File: src/rtl/spin_pkg.sv
// Shared types and helpers for the Ising spin-update datapath.
package spin_pkg;

   // Classification of an energy difference before the table lookup.
   typedef enum logic [1:0] {
      DE_NONPOS = 2'd0,
      DE_LEVEL  = 2'd1,
      DE_OVER   = 2'd2
   } de_class_e;

   // Galois LFSR feedback masks (right-shifting form) for supported widths.
   localparam logic [31:0] LFSR_TAPS_16 = 32'h0000_B400;
   localparam logic [31:0] LFSR_TAPS_24 = 32'h00E1_0000;
   localparam logic [31:0] LFSR_TAPS_32 = 32'h8020_0003;

   // Index width for an n-entry dimension; never narrower than one bit.
   function automatic int idx_w(input int n);
      return (n <= 1) ? 1 : $clog2(n);
   endfunction

   // All-ones probability ("certain accept") for a w-bit value, w <= 32.
   function automatic logic [31:0] prob_one(input int w);
      return (w >= 32) ? 32'hFFFF_FFFF : ((32'd1 << w) - 32'd1);
   endfunction

   // Feedback mask for a given LFSR width; other widths fall back to 16.
   function automatic logic [31:0] lfsr_taps(input int w);
      case (w)
         24:      return LFSR_TAPS_24;
         32:      return LFSR_TAPS_32;
         default: return LFSR_TAPS_16;
      endcase
   endfunction

   function automatic int max_int(input int a, input int b);
      return (a > b) ? a : b;
   endfunction

endpackage

File: src/rtl/metropolis_lfsr.sv
// Galois LFSR random source; advances one step per asserted step strobe.
module metropolis_lfsr #(
   parameter int           W    = 16,
   parameter logic [W-1:0] SEED = {W{1'b1}},
   parameter logic [W-1:0] TAPS = {W{1'b0}}
)(
   input  logic         clk,
   input  logic         rst_n,
   input  logic         step,
   output logic [W-1:0] state
);

   logic [W-1:0] state_q;

   // Shift right, folding the taps in when the outgoing bit is set.
   always_ff @(posedge clk or negedge rst_n) begin
      if (!rst_n) begin
         state_q <= SEED;
      end else if (step) begin
         state_q <= state_q[0] ? ((state_q >> 1) ^ TAPS) : (state_q >> 1);
      end
   end

   assign state = state_q;

endmodule

File: src/rtl/metropolis_accept.sv
// Pipelined Metropolis acceptance unit with writable probability table.
// Optional build macro METROPOLIS_LFSR_EN replaces in_random with an
// internal LFSR stream.
//
// Handshakes: a transfer happens on a rising edge where valid && ready.
// A producer holds valid and its data stable until that edge; ready never
// depends on valid. out_valid/out_accept hold until out_ready takes them.
module metropolis_accept
   import spin_pkg::*;
#(
   parameter int PROB_W      = 12,
   parameter int DE_W        = 5,
   parameter int NUM_TEMPS   = 4,
   parameter int NUM_LEVELS  = 2,
   parameter int LEVEL_SHIFT = 1,
   parameter int CNT_W       = 32
)(
   input  logic                         clk,
   input  logic                         rst_n,
   input  logic                         cfg_we,
   input  logic [idx_w(NUM_TEMPS)-1:0]  cfg_temp,
   input  logic [idx_w(NUM_LEVELS)-1:0] cfg_level,
   input  logic [PROB_W-1:0]            cfg_prob,
   input  logic [idx_w(NUM_TEMPS)-1:0]  temp_sel,
   input  logic                         in_valid,
   output logic                         in_ready,
   input  logic [DE_W-1:0]              in_dE,
   input  logic [PROB_W-1:0]            in_random,
   output logic                         out_valid,
   input  logic                         out_ready,
   output logic                         out_accept,
   input  logic                         stats_clr,
   output logic [CNT_W-1:0]             req_count,
   output logic [CNT_W-1:0]             acc_count
);

   localparam int TW = idx_w(NUM_TEMPS);
   localparam int LW = idx_w(NUM_LEVELS);
   localparam int KW = DE_W + 1;
   localparam logic [PROB_W-1:0] PONE  = PROB_W'(prob_one(PROB_W));
   localparam logic [KW-1:0]     ROUND = KW'((1 << LEVEL_SHIFT) - 1);

   logic [PROB_W-1:0] prob_tab [0:NUM_TEMPS-1][0:NUM_LEVELS-1];

   logic              in_hs, s1_adv, s2_adv, out_hs, s1_hit;
   logic [KW-1:0]     de_ext, k_val;
   logic [LW-1:0]     lvl;
   de_class_e         cls;
   logic [PROB_W-1:0] sel_prob, rnd;

   logic              s1_valid, s2_valid, s2_accept;
   de_class_e         s1_cls;
   logic [PROB_W-1:0] s1_prob, s1_rnd;
   logic [CNT_W-1:0]  req_q, acc_q;

   assign s2_adv   = !s2_valid || out_ready;
   assign s1_adv   = !s1_valid || s2_adv;
   assign in_ready = s1_adv;
   assign in_hs    = in_valid && in_ready;
   assign out_hs   = s2_valid && out_ready;

`ifdef METROPOLIS_LFSR_EN
   localparam int                LFSR_W    = max_int(16, PROB_W);
   localparam logic [LFSR_W-1:0] LFSR_SEED = {{(LFSR_W-1){1'b1}}, 1'b0};
   localparam logic [LFSR_W-1:0] LFSR_TAPS = LFSR_W'(lfsr_taps(LFSR_W));

   logic [LFSR_W-1:0] lfsr_state;
   logic              unused_bits;

   metropolis_lfsr #(
      .W    (LFSR_W),
      .SEED (LFSR_SEED),
      .TAPS (LFSR_TAPS)
   ) u_lfsr (
      .clk   (clk),
      .rst_n (rst_n),
      .step  (in_hs),
      .state (lfsr_state)
   );

   assign rnd         = lfsr_state[PROB_W-1:0];
   assign unused_bits = ^{lfsr_state, in_random};
`else
   assign rnd = in_random;
`endif

   // Table write port; out-of-range indices are dropped. Reads below see the
   // pre-edge contents, so a same-cycle request gets the old entry.
   always_ff @(posedge clk or negedge rst_n) begin
      if (!rst_n) begin
         for (int t = 0; t < NUM_TEMPS; t++)
            for (int l = 0; l < NUM_LEVELS; l++)
               prob_tab[t][l] <= PONE;
      end else if (cfg_we && (32'(cfg_temp) < 32'(NUM_TEMPS))
                          && (32'(cfg_level) < 32'(NUM_LEVELS))) begin
         prob_tab[cfg_temp][cfg_level] <= cfg_prob;
      end
   end

   // Classify dE, round positive values up to a level and fetch its entry.
   always_comb begin
      de_ext   = {in_dE[DE_W-1], in_dE};
      k_val    = (de_ext + ROUND) >> LEVEL_SHIFT;
      cls      = DE_NONPOS;
      lvl      = '0;
      sel_prob = '0;
      if (in_dE[DE_W-1] || (in_dE == '0)) begin
         cls = DE_NONPOS;
      end else if (k_val > KW'(NUM_LEVELS)) begin
         cls = DE_OVER;
      end else begin
         cls = DE_LEVEL;
         lvl = LW'(k_val - KW'(1));
         if (32'(temp_sel) < 32'(NUM_TEMPS))
            sel_prob = prob_tab[temp_sel][lvl];
      end
   end

   // Stage 1: capture class, table entry and random per accepted request.
   always_ff @(posedge clk or negedge rst_n) begin
      if (!rst_n) begin
         s1_valid <= 1'b0;
         s1_cls   <= DE_NONPOS;
         s1_prob  <= '0;
         s1_rnd   <= '0;
      end else if (s1_adv) begin
         s1_valid <= in_valid;
         if (in_valid) begin
            s1_cls  <= cls;
            s1_prob <= sel_prob;
            s1_rnd  <= rnd;
         end
      end
   end

   assign s1_hit = (s1_cls == DE_NONPOS) ||
                   ((s1_cls == DE_LEVEL) && (s1_rnd < s1_prob));

   // Stage 2: register the decision; holds while downstream stalls.
   always_ff @(posedge clk or negedge rst_n) begin
      if (!rst_n) begin
         s2_valid  <= 1'b0;
         s2_accept <= 1'b0;
      end else if (s2_adv) begin
         s2_valid <= s1_valid;
         if (s1_valid)
            s2_accept <= s1_hit;
      end
   end

   // Saturating statistics on output handshakes; clear takes priority.
   always_ff @(posedge clk or negedge rst_n) begin
      if (!rst_n) begin
         req_q <= '0;
         acc_q <= '0;
      end else if (stats_clr) begin
         req_q <= '0;
         acc_q <= '0;
      end else if (out_hs) begin
         if (req_q != '1)
            req_q <= req_q + CNT_W'(1);
         if (s2_accept && (acc_q != '1))
            acc_q <= acc_q + CNT_W'(1);
      end
   end

   assign out_valid  = s2_valid;
   assign out_accept = s2_accept;
   assign req_count  = req_q;
   assign acc_count  = acc_q;

endmodule

File: config.mk
export PLATFORM = sky130hd
export DESIGN_NAME = metropolis_accept
export DESIGN_NICKNAME = d
export VERILOG_FILES = /design/src/rtl/spin_pkg.sv /design/src/rtl/metropolis_lfsr.sv /design/src/rtl/metropolis_accept.sv
export SDC_FILE = /design/constraint.sdc
export NUM_CORES = 1
export LEC_CHECK = 0
export ABC_AREA = 1
export ABC_CLOCK_PERIOD_IN_PS = 1700
export CAP_MARGIN = 20
export CORE_ASPECT_RATIO = 0.5
export CORE_MARGIN = 3
export CORE_UTILIZATION = 35
export CTS_CLUSTER_SIZE = 12
export DETAILED_ROUTE_END_ITERATION = 10
export HOLD_SLACK_MARGIN = 0.05
export PLACE_DENSITY_LB_ADDON = 0.3
export SLEW_MARGIN = 20
export SYNTH_ARGS = -nofsm -noshare
export SYNTH_HDL_FRONTEND = slang
export SYNTH_HIERARCHICAL = 1
export SYNTH_SLANG_ARGS = --single-unit
File: constraint.sdc
create_clock -name clk -period 1.7 [get_ports clk]
set_input_delay 0.34 -clock clk [delete_from_list [all_inputs] [get_ports clk]]
set_output_delay 0.34 -clock clk [all_outputs]
set_load 0.02 [all_outputs]
Word-level counts from Yosys, hierarchy flattened --
Cells that the tools add are included.
Operators by class: $add $sub $neg 4, order comparisons 8, eq/ne operators 3, mux-type cells 21, bitwise logic cells 4, reductions and logical operators 20
Operators by type and width (count):
- 32-bit two-way mux | 6
- 96-bit bitwise mux | 1
- 12-bit two-way mux | 6
- 24-bit two-way mux | 3
- 32-bit by 1-bit adder with 32-bit output (second input constant) | 2
- 32-bit inequality test (second input constant) | 2
- 24-bit binary-select mux with 2-bit select | 1
- 24-bit demux with 2-bit select | 1
- 12-bit demux with 1-bit select | 1
- 12-bit < comparator | 1
- 2-bit AND reduction | 4
- 5-bit by 2-bit adder with 6-bit output (second input constant) | 1
- 3-bit >= comparator (second input constant) | 2
- 2-bit NOT with 3-bit output | 2
- 2-bit nonzero test | 3
- 5-bit by 2-bit > comparator with 1-bit output (second input constant) | 1
- 1-bit logical AND | 5
- 5-bit zero test | 1
- 2-bit >= comparator (second input constant) | 2
- 1-bit logical OR | 4
- 2-bit two-way mux | 2
- 1-bit NOT with 2-bit output | 2
- 3-bit by 1-bit < comparator with 1-bit output (second input constant) | 1
- 2-bit by 1-bit equality test with 1-bit output (second input constant) | 1
- other kinds (4) | 5
Storage, ports and cells: register bits 189, input bits 40, word-level logic and storage cells 76

Longest topological paths before layout --
Gate-level depths: netlist of the first run.
word-level depth 9, mapped depth 11

Least setup slack after synthesis of the first run --
No wires, ideal clock.
path type reg-to-reg, from register req_q[0] (netlist: req_count[0]), to register req_q[2] (netlist: req_count[2]), library setup time 0.074 ns, data arrival time 1.823 ns, slack -0.197 ns, cell stages (with the launch flop) 12, buffers on the path 2, clock period less this slack 1.897 ns, cell sequence dfrtp_1 -> ha_1 -> nand2_2 -> nor2_8 -> nand2_4 -> nor2_8 -> nand3_4 -> nand2_4 -> buf_12 -> buf_12 -> nand2_1 -> o21ai_2
On the way: longest elaborated chain between the ends 4
Ends and longest elaborated chain:
- from (decl) | RTL line metropolis_accept.sv:54 | logic [CNT_W-1:0] req_q, acc_q;
- from (signal assigned) | RTL line metropolis_accept.sv:161 | req_q <= req_q + CNT_W'(1);
- 32-bit by 1-bit adder with 32-bit output | RTL line metropolis_accept.sv:161
- 32-bit two-way mux | RTL line metropolis_accept.sv:160 | if (req_q != '1)
- 32-bit two-way mux | RTL line metropolis_accept.sv:159 | end else if (out_hs) begin
- 32-bit two-way mux | RTL line metropolis_accept.sv:156 | end else if (stats_clr) begin
Parallel ways exist; a longest one is shown, timed or not. The select of a mux whose other input is x is not followed. A chain may end at the register's enable or synchronous reset.

Worst setup path after layout of the first run --
from register acc_q[6] (netlist: acc_count[6]), to register acc_q[13] (netlist: acc_count[13])
On the way: longest elaborated chain between the ends 4
Ends and longest elaborated chain:
- from (decl) | RTL line metropolis_accept.sv:54
- from (signal assigned) | RTL line metropolis_accept.sv:163 | acc_q <= acc_q + CNT_W'(1);
- 32-bit by 1-bit adder with 32-bit output / 32-bit inequality test (equally long branches) | RTL line metropolis_accept.sv:163, metropolis_accept.sv:162
- 32-bit two-way mux / 1-bit logical AND (equally long branches) | RTL line metropolis_accept.sv:162 | if (s2_accept && (acc_q != '1))
- 32-bit two-way mux / 2-bit nonzero test (equally long branches)
- 32-bit two-way mux / 2-bit AND reduction (equally long branches)
Parallel ways exist; a longest one is shown, timed or not. The select of a mux whose other input is x is not followed.

==> summary.md, run 1 <==
### Timing
- 5 — Final Setup Violations
- 75.0% — relative max-transition margin
- 101% — post-route fraction of the period consumed by the critical path
- 0.585 GHz — f_max
- -0.0268 ns — total negative slack for setup checks
- 0.00923 ns — largest clock skew in the final design
- 0 — final hold violation count
- 0.375 ns — actual transition at the worst max-transition pin
- true — setup repair after global routing missed its margin
- 0 — max-slew violation count
- -0.0107 ns — post-route setup slack
- 0.375 ns — hold_ws
- 1.71 ns — Final Critical Period

### Clock network
- 0.08 ns — clock transition at the registers of the reported paths
- clkbuf_16 — root cell of the clock tree
- done — CTS tree
- 17 — CTS Buf Count
- 0.46 ns — latest clock arrival within the worst-skew pair
- 189 — number of clock sinks
- 4 — CTS H-tree depth
- 2 — maximum count of clock buffers along a single path

### Synthesis
- 100% — asr flop ratio synth
- 6 — warning count from the yosys run
- 1497 — Post-Syn Nets
- dfstp_2 (24%), dfrtp_1 (22%), nand2_1 (18%) — Area contributors post-synth
- 33 — post-synth cell types
- 45.5% — sequential element share of the synthesized area
- 1442 — Post-Synthesis Cells
- 23.7% — proportion of netlist area held by the largest area contributor
- dfstp_2 — cell type with the largest total area after synthesis
- 0 — Post-synth EDFFs
- 7.40 µm² — synthesized area per cell
- nand2_1 — most frequent cell after synthesis
- 0.0107 mm² — Netlist Area Pre-Place
- dfstp_2 — dominant synthesized flop cell
- nand2_1 (523), nor2_1 (157), nand3_1 (122), o21ai_0 (111), inv_1 (98) — most frequent cells after synthesis
- 189 — flops & latches, synth

### Worst setup path
- 2.06 ns — data arrival time at the worst-slack endpoint
- 7 — largest fanout on the critical path
- acc_count[6] — Worst Setup SP
- flip-flop — type of destination of the critical path
- 0.41 ns — delay of the slowest cell on the worst path
- nand2_1, nor2_4, nand2_1, nor2_1, nand3_1, nand2_4, nand2_8, clkbuf_16, nand2_2, nand2_1 — sequence of cells on the critical path
- reg2reg — worst setup path category
- nand2_1 — most common cell type on the critical path
- flip-flop — kind of launch point of the worst setup path
- 2.05 ns — critical path data required time
- simple AND/OR/NAND/NOR gates — kind of cell adding the most delay to the critical path
- 1 — number of buffers and inverters on the critical path
- dfrtp_1 — Slowest-stage cell, CP
- acc_count[6] — RR Startpoint

### Power and ir drop
- 48.2% — sequential share of power
- 34.6% — relative contribution of the clock network to total power
- 28.9% — sw frac
- 3.37 mW — NetSw
- 6.45 nW — leakage dissipation
- 11.7 mW — power after layout
- 838 mW/mm² — Pwr Density
- 8.29 mW — internal power contribution
- 611 µV — VDD IR max
- 17.3% — fraction of power consumed by combinational cells

### Outcome
- complete, but fails checks — status
- setup timing — violations in the final reports

### Global routing
- 47400 µm — first-pass GRT wire length
- 9249 — number of global-route vias before repair
- 0 — Overflow after GRT
- 18.1% — GRT Util Overall
- 55 — largest net degree at the start of global routing
- 0 — initial antenna violation count

### Routing
- 0 — DRC violation count after routing
- 736 — number of design-rule violations left by the first detailed-router iteration
- 29100 µm — aggregate routed wire length
- 6 — router iterations before antenna repair
- 14.3 µm — detail-routed net length per standard cell
- 0 — post-detailed-route count of antenna-violating nets
- 9789 — via count of the routed design
- 4.80 — number of vias per cell

### Die
- 36.1% — starting density of the core
- 107 — number of I/O pins
- 129 µm — y dimension of the die
- 0.0295 mm² — core area
- 253 µm — Die X-Extent
- 44 — cell row count
- 0.0327 mm² — Die Outline Area

### Placement
- 106 — number of I/O port buffers
- 0.893 — placer's final routability congestion estimate
- 20800 µm — dpl hpwl

### Cells and area
- 1691 — Layout Nets
- 30.3% — Syn-to-layout area delta
- 24.0% — fraction of final layout cells sized beyond drive strength 1
- 0.00487 mm² — Sequential cell area
- 2961 — count of fill cells added during filler insertion
- 0.00531 mm² — multi-input logic area
- 0 — number of antenna cells inserted

### Min path
- in2async — class of the tightest hold or removal check

### Job
- 0 — max-capacitance violation count

==> logic make-up (layout without fill, tap and decap cells) <==
logic type      Yosys count  count (layout)  synth area share, %
simple gates            858             858                 33.6
compound gates          200             200                 10.8
flops                   189             189                 45.5
buf+inv                 159             366                 6.69
xor+xnor                 21              21                 1.72
fa+ha+maj                15              15                 1.76
==> area by class of cell <==
type / count / share of cell area, %
multi-input cells: 1094 / 38.2
flip-flops and latches: 189 / 35.0
repair buffers: 233 / 16.4
well taps: 391 / 3.52
clock buffers: 18 / 3.09
inverters: 101 / 2.75
clock inverters: 14 / 1.07
==> layer usage <==
| layer | vias up | part of all wire (%) | global-route usage (%) |
|---|---|---|---|
| li1 | 4998 | - | - |
| met1 | 4575 | 47 | 24.1 |
| met2 | 175 | 48 | 30.5 |
| met3 | 41 | 3.4 | 2.75 |
| met4 | 0 | 2.1 | 6.29 |
| met5 | - | 0 | 0 |
==> power by group through the flow <==
| stage | logic (mW) | clock network, mW | registers (mW) |
|---|---|---|---|
| final | 2.01 | 4.03 | 5.61 |
| after global routing | 2.29 | 4.34 | 5.68 |
| after CTS | 1.96 | 4.13 | 5.61 |
| after detailed placement | 1.97 | 0 | 5.68 |
| after global placement | 1.94 | 0 | 5.67 |
| after floorplan | 1.14 | 0 | 5.67 |
==> state kept, by name, indices dropped and copies added (netlist names) <==
| signal | cells |
|---|---|
| s1_rnd | 12 |
| s1_valid | 1 |
| req_count | 32 |
| acc_count | 32 |
| out_accept | 1 |
| out_valid | 1 |
| s1_cls | 2 |
| prob_tab | 96 |
| s1_prob | 12 |
==> layout by cell type (no fill, tap or decap), types with 9 or more instances in the layout <==
| cell type | instances |
|---|---|
| inv_1 | 97 |
| xnor2_1 | 9 |
| ha_1 | 13 |
| buf_12 | 21 |
| o21ai_2 | 26 |
| dfstp_2 | 96 |
| clkbuf_16 | 21 |
| nand2_2 | 43 |
| xor2_1 | 12 |
| or2_2 | 9 |
| o21ai_0 | 111 |
| dlygate4sd2_1 | 48 |
| nand2_4 | 9 |
| clkdlybuf4s15_1 | 12 |
| nor2_1 | 139 |
| a22o_1 | 14 |
| dfrtp_1 | 80 |
| buf_4 | 99 |
| a21oi_1 | 47 |
| nand3_1 | 121 |
| nand2_1 | 502 |
| clkdlybuf4s50_1 | 35 |
| dfrtp_2 | 13 |
| nor2_2 | 16 |
==> metrics by stage <==
stage | worst slack [ns] | util [%] | area [µm²] | instances
finish | -0.0107 | 47.1 | 13900 | 2040
global route | -0.0835 | 47.1 | 13900 | 2040
CTS | 0.00188 | 46.1 | 13600 | 2033
detailed placement | -0.365 | 44.3 | 13100 | 1998
global placement | -0.317 | 44.3 | 13100 | 1998
floorplan | 0.0118 | - | 10700 | 1442
==> worst paths after layout <==
check	to	slack, ns	cells past startpoint
setup reg to reg	acc_count[13]	-0.01	10
max in group asynchronous	prob_tab[6]	0.66	3
min in group clk	s1_rnd[4]	0.43	3
setup / recovery	acc_count[13]	-0.01	10
hold reg to reg	s1_prob[10]	0.48	2
hold / removal	acc_count[18]	0.37	2
==> what timing repair did <==
item | CTS | global route
buffers inserted | 2 | 2
setup endpoints to repair | 97 | 87
hold buffers | 1 | 0
hold endpoints to repair | 29 | 0
gates resized for setup | 80 | 78
cloned | 0 | 5
pin swaps | 0 | 14
(Power assumes the default switching activity.)
==> run 2, diff against run 1 <==
--- a/config.mk
+++ b/config.mk
@@ -10,7 +10,7 @@
 export CAP_MARGIN = 20
 export CORE_ASPECT_RATIO = 0.5
 export CORE_MARGIN = 3
-export CORE_UTILIZATION = 35
+export CORE_UTILIZATION = 52
 export CTS_CLUSTER_SIZE = 12
 export DETAILED_ROUTE_END_ITERATION = 10
 export HOLD_SLACK_MARGIN = 0.05
==> run 2 against run 1 <==
The run now ends clean. Combinational power rose by 2%. Routed wire length is 0.20% lower. Critical endpoint is now acc_count[11]. Cell area is 2.3% lower. Critical path depth unchanged. Clock power fell by 4%. Final cell count decreased by 6.7%. Critical path type unchanged. Sequential power barely moved. Largest power group unchanged.
==> summary.md, run 2 (synthesis gave the netlist of run 1 again) <==
### Placement
- 0.955 — placer's final routability congestion estimate
- 20200 µm — dpl hpwl
- -0.302 ns — pre-CTS setup slack
- 0.0127 mm² — total placed instance area
- 106 — number of I/O port buffers

### Cells and area
- 1680 — Layout Nets
- 22.6% — fraction of final layout cells sized beyond drive strength 1
- nand2_1 — most common library cell in the layout ignoring fill and taps
- prob_tab — register with the highest flop count
- 0.0136 mm² — final standard cell area without fillers
- 96 — number of flip-flops in the largest register
- 27.4% — Syn-to-layout area delta
- nand2_1 (517), nor2_1 (142), nand3_1 (113), o21ai_0 (111) — most used cells in the layout excluding fill and tap cells
- 0 — number of antenna cells inserted

### Routing
- 29100 µm — aggregate routed wire length
- 5.38 — number of vias per cell
- 0 — DRC violation count after routing
- 6 — router iterations before antenna repair
- 15.3 µm — detail-routed net length per standard cell
- 801 — number of design-rule violations left by the first detailed-router iteration
- 0 — post-detailed-route count of antenna-violating nets
- 10200 — via count of the routed design

### Timing
- true — setup repair after global routing missed its margin
- 69.5% — relative max-transition margin
- 0.00795 ns — largest clock skew in the final design
- 0 — Final Setup Violations
- 99.9% — post-route fraction of the period consumed by the critical path
- 1.70 ns — Final Critical Period
- 0.589 GHz — f_max
- 0.457 ns — actual transition at the worst max-transition pin
- 0.00223 ns — post-route setup slack
- 0 — max-slew violation count
- 0 — final hold violation count

### Die
- 0.0198 mm² — core area
- 36 — cell row count
- 0.0224 mm² — Die Outline Area
- 209 µm — Die X-Extent
- 107 µm — y dimension of the die
- 53.9% — starting density of the core
- 107 — number of I/O pins

### Global routing
- 25.7% — GRT Util Overall
- 0 — initial antenna violation count
- 52 — largest net degree at the start of global routing
- 9793 — number of global-route vias before repair
- 47300 µm — first-pass GRT wire length
- 0 — Overflow after GRT

### Worst setup path
- dfrtp_1 — Slowest-stage cell, CP
- 7 — largest fanout on the critical path
- 2.08 ns — critical path data required time
- flip-flop — type of destination of the critical path
- 2 — number of buffers and inverters on the critical path
- 2.08 ns — data arrival time at the worst-slack endpoint
- 0.40 ns — delay of the slowest cell on the worst path
- nand2_1, nor2_2, nand2_1, nor2_2, nand3_2, nand2_4, buf_12, clkbuf_16, nand3_1, nand2_1 — sequence of cells on the critical path
- acc_count[5] — RR Startpoint
- flip-flop — kind of launch point of the worst setup path
- nand2_1 — most common cell type on the critical path
- acc_count[5] — Worst Setup SP
- simple AND/OR/NAND/NOR gates — kind of cell adding the most delay to the critical path
- reg2reg — worst setup path category

### Clock network
- 2 — maximum count of clock buffers along a single path
- 4 — CTS H-tree depth
- 0.44 ns — latest clock arrival within the worst-skew pair
- done — CTS tree
- clkbuf_16 — root cell of the clock tree
- 189 — number of clock sinks
- 17 — CTS Buf Count
- 0.07 ns — clock transition at the registers of the reported paths

### Power and ir drop
- 33.4% — relative contribution of the clock network to total power
- 17.8% — fraction of power consumed by combinational cells
- 8.24 mW — internal power contribution
- 6.38 nW — leakage dissipation
- 849 mW/mm² — Pwr Density
- 28.6% — sw frac
- 3.30 mW — NetSw
- 48.8% — sequential share of power
- 710 µV — VDD IR max

### Outcome
- finished, final reports clean — status

### Min path
- in2async — class of the tightest hold or removal check

### Job
- 0 — max-capacitance violation count

## run 2: changes by cell type in the layout (fill, tap and decap cells not counted), sizes merged
cell           previous run  this run
dlygate4sd2              48        65
clkdlybuf4s15            15         1
buf                     123       111
clkbuf                   27        22
clkinv                    5        10
inv                     109       104
nand2                   556       558
clkinvlp                  0         1
## run 2: per-layer routing
layer	wire length, µm	track usage [%]	vias to the layer above	share of wire (%)
met2	14000	44.4	391	48
met1	12400	34.0	4840	43
met3	2060	4.19	50	7.1
li1	-	-	4961	-
met4	583	6.92	0	2.0
met5	0	0	-	0
## run 2: per-stage QoR
step | hold WS [ns] | setup TNS, ns | cells | power (mW) | util (%)
finish | 0.377 | 0 | 1904 | 11.5 | 68.7
global route | 0.417 | -1.44 | 1904 | 12.1 | 68.7
CTS | 0.390 | 0 | 1888 | 11.4 | 66.8
detailed placement | 0.287 | -8.75 | 1855 | 7.59 | 64.3
global placement | 0.278 | -6.95 | 1855 | 7.49 | 64.3
floorplan | 0.0444 | 0 | 1442 | 6.81 | -
## run 2: layout make-up
class / count / area (µm²)
Clock buffer: 17 / 425
Clock inverter: 15 / 120
Fill cell: 1567 / 6190
Inverter: 101 / 385
Multi-Input combinational cell: 1096 / 5290
Sequential cell: 189 / 4870
Tap cell: 266 / 333
Timing Repair Buffer: 220 / 2150
## run 2: worst paths after layout
path	to	slack [ns]	cells past startpoint
hold / removal	acc_count[23]	0.38	2
max in group asynchronous	prob_tab[10]	0.60	3
setup reg to reg	acc_count[11]	0.002	10
hold reg to reg	prob_tab[31]	0.48	2
setup / recovery	acc_count[11]	0.002	10
min in group clk	s1_rnd[4]	0.44	3
## run 2: repair_timing
| action | in CTS | in global routing |
|---|---|---|
| endpoints found under the setup margin | 96 | 74 |
| pin swaps | 0 | 40 |
| gates resized for setup | 70 | 53 |
| setup buffers | 0 | 8 |
| endpoints found under the hold margin | 14 | 0 |
| gates cloned | 0 | 8 |
| hold buffers | 1 | 0 |
## run 2: power groups by stage
| stage | clock network [mW] | registers [mW] | logic (mW) |
|---|---|---|---|
| after floorplan | 0 | 5.67 | 1.14 |
| after global placement | 0 | 5.68 | 1.81 |
| after detailed placement | 0 | 5.70 | 1.89 |
| after CTS | 3.92 | 5.63 | 1.89 |
| after global routing | 4.10 | 5.70 | 2.32 |
| final | 3.85 | 5.63 | 2.06 |
